**src/rtl/seed_random4_data_path.sv**
```systemverilog
`default_nettype none
// ============================================================================
// Module   : seed_random4_data_path
// Brief    : Free-running 16-bit LFSR card generator; emits a registered
//            8-bit card code (rank, optional suit) on each request cycle.
//            Optional macro: SEED_RANDOM_SUIT_EN (drives suit onto bits [5:4]).
// Revision : 1.0 - initial release
// ============================================================================
module seed_random4_data_path #(
    parameter int                    LFSR_WIDTH = 16,
    parameter logic [LFSR_WIDTH-1:0] SEED       = 16'hACE1
) (
    input  logic       clk_dp_i,
    input  logic       rst_dp_i,
    input  logic       req_card_state_dp_i,
    output logic [7:0] card_to_send_dp_o
);

    localparam logic [3:0] c_RANK_WRAP = 4'd13;

    logic [LFSR_WIDTH-1:0] r_lfsr;
    logic [7:0]            r_card;
    logic                  w_fb;
    logic [LFSR_WIDTH-1:0] w_lfsr_next;
    logic [3:0]            w_raw;
    logic [3:0]            w_rank;
    logic [1:0]            w_suit;
    logic [7:0]            w_card;

    // Taps 16,14,13,11; an all-zero state would stick, so reload the seed.
    always_comb begin
        w_fb        = r_lfsr[15] ^ r_lfsr[13] ^ r_lfsr[12] ^ r_lfsr[10];
        w_lfsr_next = (r_lfsr == '0) ? SEED : {r_lfsr[LFSR_WIDTH-2:0], w_fb};
    end

    // Card fields come from the pre-shift LFSR value; 13..15 fold onto 1..3.
    always_comb begin
        w_raw  = r_lfsr[3:0];
        w_rank = (w_raw >= c_RANK_WRAP) ? (w_raw - 4'd12) : (w_raw + 4'd1);
`ifdef SEED_RANDOM_SUIT_EN
        w_suit = r_lfsr[5:4];
`else
        w_suit = 2'b00;
`endif
        w_card = {2'b00, w_suit, w_rank};
    end

    always_ff @(posedge clk_dp_i) begin
        if (rst_dp_i) begin
            r_lfsr <= SEED;
            r_card <= 8'h00;
        end else begin
            r_lfsr <= w_lfsr_next;
            if (req_card_state_dp_i) begin
                r_card <= w_card;
            end
        end
    end

    assign card_to_send_dp_o = r_card;

endmodule
`default_nettype wire

```
**config.mk**
```make
export PLATFORM = sky130hd
export DESIGN_NAME = seed_random4_data_path
export DESIGN_NICKNAME = d
export VERILOG_FILES = /design/src/rtl/seed_random4_data_path.sv
export SDC_FILE = /design/constraint.sdc
export NUM_CORES = 1
export LEC_CHECK = 0
export CORE_AREA = 4 4 49 51
export CTS_BUF_LIST = sky130_fd_sc_hd__clkbuf_4 sky130_fd_sc_hd__clkbuf_8 sky130_fd_sc_hd__clkbuf_16
export DETAILED_ROUTE_END_ITERATION = 12
export DIE_AREA = 0 0 53 55
export PLACE_DENSITY = 0.74
export SLEW_MARGIN = 20
export SYNTH_ARGS = -nofsm -noshare
export SYNTH_HDL_FRONTEND = slang
export SYNTH_SLANG_ARGS = --single-unit
```
**constraint.sdc**
```tcl
create_clock -name clk_dp_i -period 1.8 [get_ports clk_dp_i]
set_clock_uncertainty 0.2 [all_clocks]
set_input_delay 0.54 -clock clk_dp_i [delete_from_list [all_inputs] [get_ports clk_dp_i]]
set_output_delay 0.54 -clock clk_dp_i [all_outputs]
set_load 0.005 [all_outputs]
```
Word-level counts from Yosys, hierarchy flattened:

Index checks and enable logic that the tools add are counted.

* word-level logic and storage cells: 11
* bits in registers: 20
* input port bits: 3
* output and inout bits: 8

* $add $sub $neg: 2
* order comparisons: 1
* mux-type cells: 1
* bitwise logic cells: 3
* reduce and logical (&&, ||, !) cells: 2

Operator list (number)
* 16-bit logical NOT: 1
* 4-bit by 1-bit adder with 4-bit output (second input constant): 1
* 4-bit >= comparator (second input constant): 1
* 4-bit 2-to-1 mux: 1
* 4-bit subtractor (second input constant): 1
* 1-bit bitwise XOR: 3
* 2-bit OR reduction: 1

Logic depth before layout (Yosys ltp):

Gate-level depths: netlist of run 1.

* depth in word-level cells: 3
* gate-level depth with buffers: 6
* gate-level depth less buffers: 6

Worst setup path after synthesis of run 1:

OpenSTA, ideal clock, no wires.

* path kind: register to register
* start point: reg r_lfsr[1]
* end point: reg r_card[3], in the netlist card_to_send_dp_o[3]
* required time: 1.478 ns
* buffers on the path: 0
* arrival: 1.236 ns
* clock period less this slack: 1.558 ns
* stages on the path, launching flop included: 6
* library setup time: 0.122 ns
* path slack: 0.242 ns
* cell sequence: dfxtp_1 > inv_1 > ha_1 > o21ai_0 > nor3_1 > a311o_1

* word-level cells in the longest chain between the ends: 2
* elaborated cells between the ends (all ways): 4
* classes of those cells: add/sub (2); order compare (1); mux (1)

RTL lines
* start, declared: RTL line 21 `logic [LFSR_WIDTH-1:0] r_lfsr;`
* start signal, assigned: RTL line 53 `r_lfsr <= w_lfsr_next;`
* 4-bit by 1-bit adder with 4-bit output, or another cell as far along: RTL line 39 `w_rank = (w_raw >= c_RANK_WRAP) ? (w_raw - 4'd12) : (w_raw + 4'd1);`
* 4-bit 2-to-1 mux (*): RTL line 39
* end signal, assigned: RTL line 55 `r_card <= w_card;`
* end, declared: RTL line 22 `logic [7:0] r_card;`

Every way passes the cells marked *; elsewhere a longest branch is shown, timed or not.
A chain may end at the register's enable or synchronous reset.

Worst setup path in the final report of run 1:

* start point: reg r_card[2], in the netlist card_to_send_dp_o[2]
* end point: out card_to_send_dp_o[2]

RTL lines
* end, declared: RTL line 16 `output logic [7:0] card_to_send_dp_o`

No word-level cell between the ends.

==> out/results.ini, run 1 <==
[synthesis]
ys_types = 30
yosysWarnings = 0
avgSynthCellArea_um2 = 10.4
syn_inst = 81
syn_area_um2 = 842
ys_ff_latch = 20
seq_area_frac_synth_pct = 47.5

[drt]
vias = 565
wl_per_cell_um = 10.9
drt_wl_total_um = 1330
drcViolationCount = 0
antenna_left = 0
avgViaCountPerCell = 4.63
drt_iter0_markers = 8
dr.pass1.iters = 4

[clock_network]
path_clk_slew_ps = 110
cts_tree = done
post-cts-setup-buffer-count = 0
cts.sinks = 20
cts_hold_buf = 0
clk_latency_ps = 300
cts_htree_levels = 1
cts_made_buffers = 3
cts_root_buffer = clkbuf_4
cts_buffer_depth = 2

[flow_run]
max-cap-violations = 0

[timing]
setup-violations-final = 0
fin_crit_sh_pct = 90.0
hold_viol = 0
fmax_ghz = 0.617
rsz0062_at_grt = false
fin_crit_ps = 1620
finalMaxSlewViolations = 0

[global_routing]
grt_busiest_layer = met2
met2_usage_pct = 16.3
gr-usage-met1_pct = 14.3
gr-total-overflow = 0
track_usage_pct = 11.0
grt_pass1_wl_um = 2270
grt_pass1_vias = 527
met3_usage_pct = 2.41
grt_max_degree = 12
antenna_found_initial = 0

[final_layout]
syn_to_final_growth_pct = 17.5
drive_gt1_share_pct = 21.1
nets = 104
utilization_pct = 51.0
mostFrequentLayoutCells = dfxtp_1 (17), buf_4 (7), inv_1 (6)
layout.cells.most_common = dfxtp_1
stdcell_area_um2 = 990
n_antenna_cell = 0

[floorplanning]
row_count = 16
dieArea_mm2 = 0.00292
die_x_um = 53
core_area_mm2 = 0.00194
dieHeight_um = 55
initial_utilization_pct = 43.4
ioPinCount = 11

[worst_setup_path]
path_delay_family = flip-flops
cp-startpoint = card_to_send_dp_o[2]
cp.arrival_ps = 880
critical_path.cell_chain = dlygate4sd2_1
rr_startpoint = r_lfsr[0]
cp_max_fo = 2
cpPeakStageDelay_ps = 330
crit_type = reg -> out
cp-endpoint = card_to_send_dp_o[2]
crit-reg2reg-capture = r_lfsr[2]
cp_slowest_cell = dfxtp_2
rr_worst_depth = 6
cp_num_buf_inv = 1
rrSetupSlack_ps = 190
cp.required_ps = 1060
worst-path-stages = 1
crit_path_end_kind = primary output
start_kind = register

[pwr]
leakage_nw = 0.442
peakVddDrop_v = 0.000528
power_frac_comb_pct = 14.7
seqPwrFrac_pct = 56.2
clockPowerShare_pct = 29.1
swShare_pct = 24.0
p_int_mw = 0.672
power.density_mw_per_mm2 = 894
p_switching_mw = 0.212

[placed_design]
io_buffers = 6
placed_area_um2 = 955
gp_congestion = 0.807
dp_hpwl_um = 1020

[hold_path]
hold_class = reg -> reg

[run_status]
outcome = finished, final reports clean

==> layer usage <==
layer	routed length, µm	part of all wire, %	vias up
met5	0	0	-
met4	38	2.9	0
met3	53	4.0	6
met2	592	45	11
met1	643	48	259
li1	-	-	289
==> power groups by stage <==
stage	clock [mW]	sequential (mW)	combinational, mW
after floorplan	0	0.509	0.0835
after global placement	0	0.506	0.133
after detailed placement	0	0.507	0.135
after CTS	0.265	0.498	0.131
after global routing	0.285	0.502	0.146
final	0.257	0.498	0.130
==> Yosys cell counts <==
library cell | number | share of area, %
a311oi_1 | 1 | 1.0
inv_1 | 6 | 2.7
nor3b_1 | 2 | 1.8
nor2b_1 | 4 | 3.0
or2b_1 | 3 | 2.7
buf_6 | 1 | 1.3
conb_1 | 1 | 0.45
and2_1 | 1 | 0.74
nand3_1 | 1 | 0.59
ha_1 | 5 | 7.4
nor2_1 | 1 | 0.45
o21ai_0 | 1 | 0.59
xor2_1 | 2 | 2.1
nor4_1 | 2 | 1.5
clkbuf_1 | 1 | 0.45
a31oi_2 | 1 | 1.5
nor4_2 | 1 | 1.5
o31ai_1 | 1 | 0.89
o32ai_1 | 1 | 1.0
nand2_1 | 4 | 1.8
dfxtp_1 | 20 | 48
o21a_1 | 2 | 1.8
nand2b_1 | 4 | 3.0
buf_4 | 4 | 3.6
a311o_1 | 1 | 1.2
a21o_1 | 1 | 0.89
xnor2_1 | 3 | 3.1
and2_4 | 4 | 4.2
nor3_1 | 1 | 0.59
and3_1 | 1 | 0.74
==> what timing repair did <==
item	4_1_cts	5_1_grt
resized for setup	7	0
endpoints found under the hold margin	0	0
endpoints found under the setup margin	4	0
==> layout make-up <==
type,count,area (µm²)
Fill cell,181,952
Sequential cell,20,404
Multi-Input combinational cell,52,385
Timing Repair Buffer,13,108
Clock buffer,4,36.3
Tap cell,27,33.8
Inverter,6,22.5
==> cell families (layout without fill, tap and decap cells) <==
| group | Yosys count | count (layout) | synth area share, % |
|---|---|---|---|
| simple gates | 29 | 29 | 22.4 |
| flops | 20 | 20 | 47.5 |
| buf+inv | 12 | 23 | 8.02 |
| compound gates | 9 | 9 | 8.92 |
| fa+ha+maj | 5 | 5 | 7.43 |
| xor+xnor | 5 | 5 | 5.20 |
| other cells | 1 | 4 | 0.445 |
==> worst min-delay path by stage <==
stage / slack (ps) / cells after the start / from / end
floorplan: 210 / 1 / r_lfsr[5] / r_lfsr[6]
global route: 280 / 1 / r_lfsr[8] / r_lfsr[9]
CTS: 260 / 1 / r_lfsr[9] / r_lfsr[10]
global placement: 220 / 1 / r_lfsr[9] / r_lfsr[10]
detailed placement: 230 / 1 / r_lfsr[9] / r_lfsr[10]
finish: 270 / 1 / r_lfsr[5] / r_lfsr[6]
==> state kept, by name, indices dropped and copies added (netlist names) <==
name and flops:
r_lfsr 16, card_to_send_dp_o 4
==> per-stage QoR <==
stage	std cells	hold slack (ps)	setup WS (ps)	setup TNS, ps	total power, mW
after floorplan	84	210	242	0	0.592
after global placement	118	220	-96.7	-580	0.639
after detailed placement	118	234	-121	-624	0.642
after CTS	122	265	166	0	0.894
after global routing	122	282	72.0	0	0.933
final	122	265	180	0	0.885
Note: power is estimated with default switching activity, not from simulation.
==> run 2: changes to the inputs <==
CORE_AREA = 4 4 42 59   (was 4 4 49 51)
DIE_AREA = 0 0 46 63   (was 0 0 53 55)
==> run 2 against run 1 <==
Against the previous run:
- first-iteration DRC count rose to 2.5 times the previous value
- power rose by 13%
- register-to-register slack lost 30 ps
- die area decreased by 0.58%
- flip-flop and latch count stayed put
- largest cell class unchanged
==> out/results.ini, run 2 (same netlist as run 1, synthesis figures left out) <==
[timing]
hold_ws_ps = 245
relSlewSlack_pct = 65.9
setup-violations-final = 0
finalMaxSlewViolations = 0
hold_viol = 0
fin_crit_ps = 1640
fmax_ghz = 0.608
fin_crit_sh_pct = 91.3
rsz0062_at_grt = false
tightest_slew_ps = 506

[drt]
vias = 575
drcViolationCount = 0
drt_wl_total_um = 1390
wl_per_cell_um = 11.9
dr.pass1.iters = 4
drt_iter0_markers = 20
avgViaCountPerCell = 4.91
antenna_left = 0

[floorplanning]
dieArea_mm2 = 0.00290
core_area_mm2 = 0.00195
row_count = 19
ioPinCount = 11
initial_utilization_pct = 43.2
die_x_um = 46
dieHeight_um = 63

[final_layout]
seq_area_um2 = 404
largest_register_ff_count = 16
drive_gt1_share_pct = 21.9
nets = 105
syn_to_final_growth_pct = 20.5
utilization_pct = 52.1
stdcell_area_mm2 = 0.00101
fillerInstances = 181
layout.cells.most_common = dfxtp_1
n_antenna_cell = 0
mostFrequentLayoutCells = dfxtp_1 (17), buf_4 (8), inv_1 (6)
final_cell_count_no_fill = 117
regMostFlops = r_lfsr
multi_input_area_um2 = 394

[worst_setup_path]
cp_max_fo = 2
cp.arrival_ps = 900
cp.required_ps = 1060
cp_slowest_cell = dfxtp_2
critical_path.cell_chain = dlygate4sd2_1
crit_type = reg -> out
start_kind = register
cpPeakStageDelay_ps = 340
path_delay_family = flip-flops
crit_path_end_kind = primary output
cp_num_buf_inv = 1

[placed_design]
io_buffers = 6
dp_hpwl_um = 1080
placed_area_um2 = 955
numPlacedInstances = 113
gp_congestion = 0.806

[clock_network]
path_clk_slew_ps = 110
cts_htree_levels = 1
cts_root_buffer = clkbuf_4
clk_latency_ps = 310
cts.sinks = 20
post-cts-setup-buffer-count = 0
cts_buffer_depth = 2
cts_tree = done
cts_made_buffers = 3

[global_routing]
grt_pass1_vias = 530
gr-total-overflow = 0
grt_max_degree = 13
grt_pass1_wl_um = 2420
antenna_found_initial = 0
track_usage_pct = 11.8

[run_status]
outcome = finished, final reports clean

[hold_path]
hold_class = reg -> reg

[pwr]
power.density_mw_per_mm2 = 986
peakVddDrop_v = 0.000843
leakage_nw = 0.454

[flow_run]
max-cap-violations = 0

==> run 2: final timing paths <==
path	from	endpoint	slack [ps]	depth (start not counted)
min reg2reg	r_lfsr[5]	r_lfsr[6]	250	1
max	card_to_send_dp_o[0]	card_to_send_dp_o[0]	160	1
max reg2reg	r_lfsr[1]	r_lfsr[1]	160	6
min	r_lfsr[5]	r_lfsr[6]	250	1
==> run 2: cell type report <==
class	count	area share (%)
clock inverter	1	2.96
inverter	6	2.22
tap	21	2.59
multi-input combinational	52	38.8
timing repair buffer	14	11.3
clock buffer	3	2.22
sequential	20	39.8
==> run 2: metrics by stage <==
stage                     worst slack, ps  setup TNS [ps]  total power, mW
after global placement              -92.4            -605            0.641
final                                 157               0             1.00
after detailed placement             -139            -917            0.644
after floorplan                       242               0            0.592
after global routing                 21.6               0             1.05
after CTS                            93.4               0             1.00
==> run 2: repair_timing <==
item / in CTS / in global routing
setup endpoints to repair: 4 / 7
gates cloned: 0 / 0
hold buffers: 0 / 0
resized for setup: 7 / 2
==> run 2: report_power, final <==
| group | switching (mW) | leakage (nW) | internal (mW) |
|---|---|---|---|
| combinational | 0.0589 | 0.259 | 0.0721 |
| clock | 0.143 | 0.0279 | 0.225 |
| sequential | 0.0234 | 0.168 | 0.477 |
| total | 0.226 | 0.454 | 0.775 |
==> run 2: layer usage <==
layer  global-route usage (%)  share of wire, %  vias to the layer above
met5                        0                 0                        -
met4                     8.54               3.5                        0
met3                     2.59               2.9                        5
met2                     18.1                51                        8
met1                     13.6                42                      271
li1                         -                 -                      291
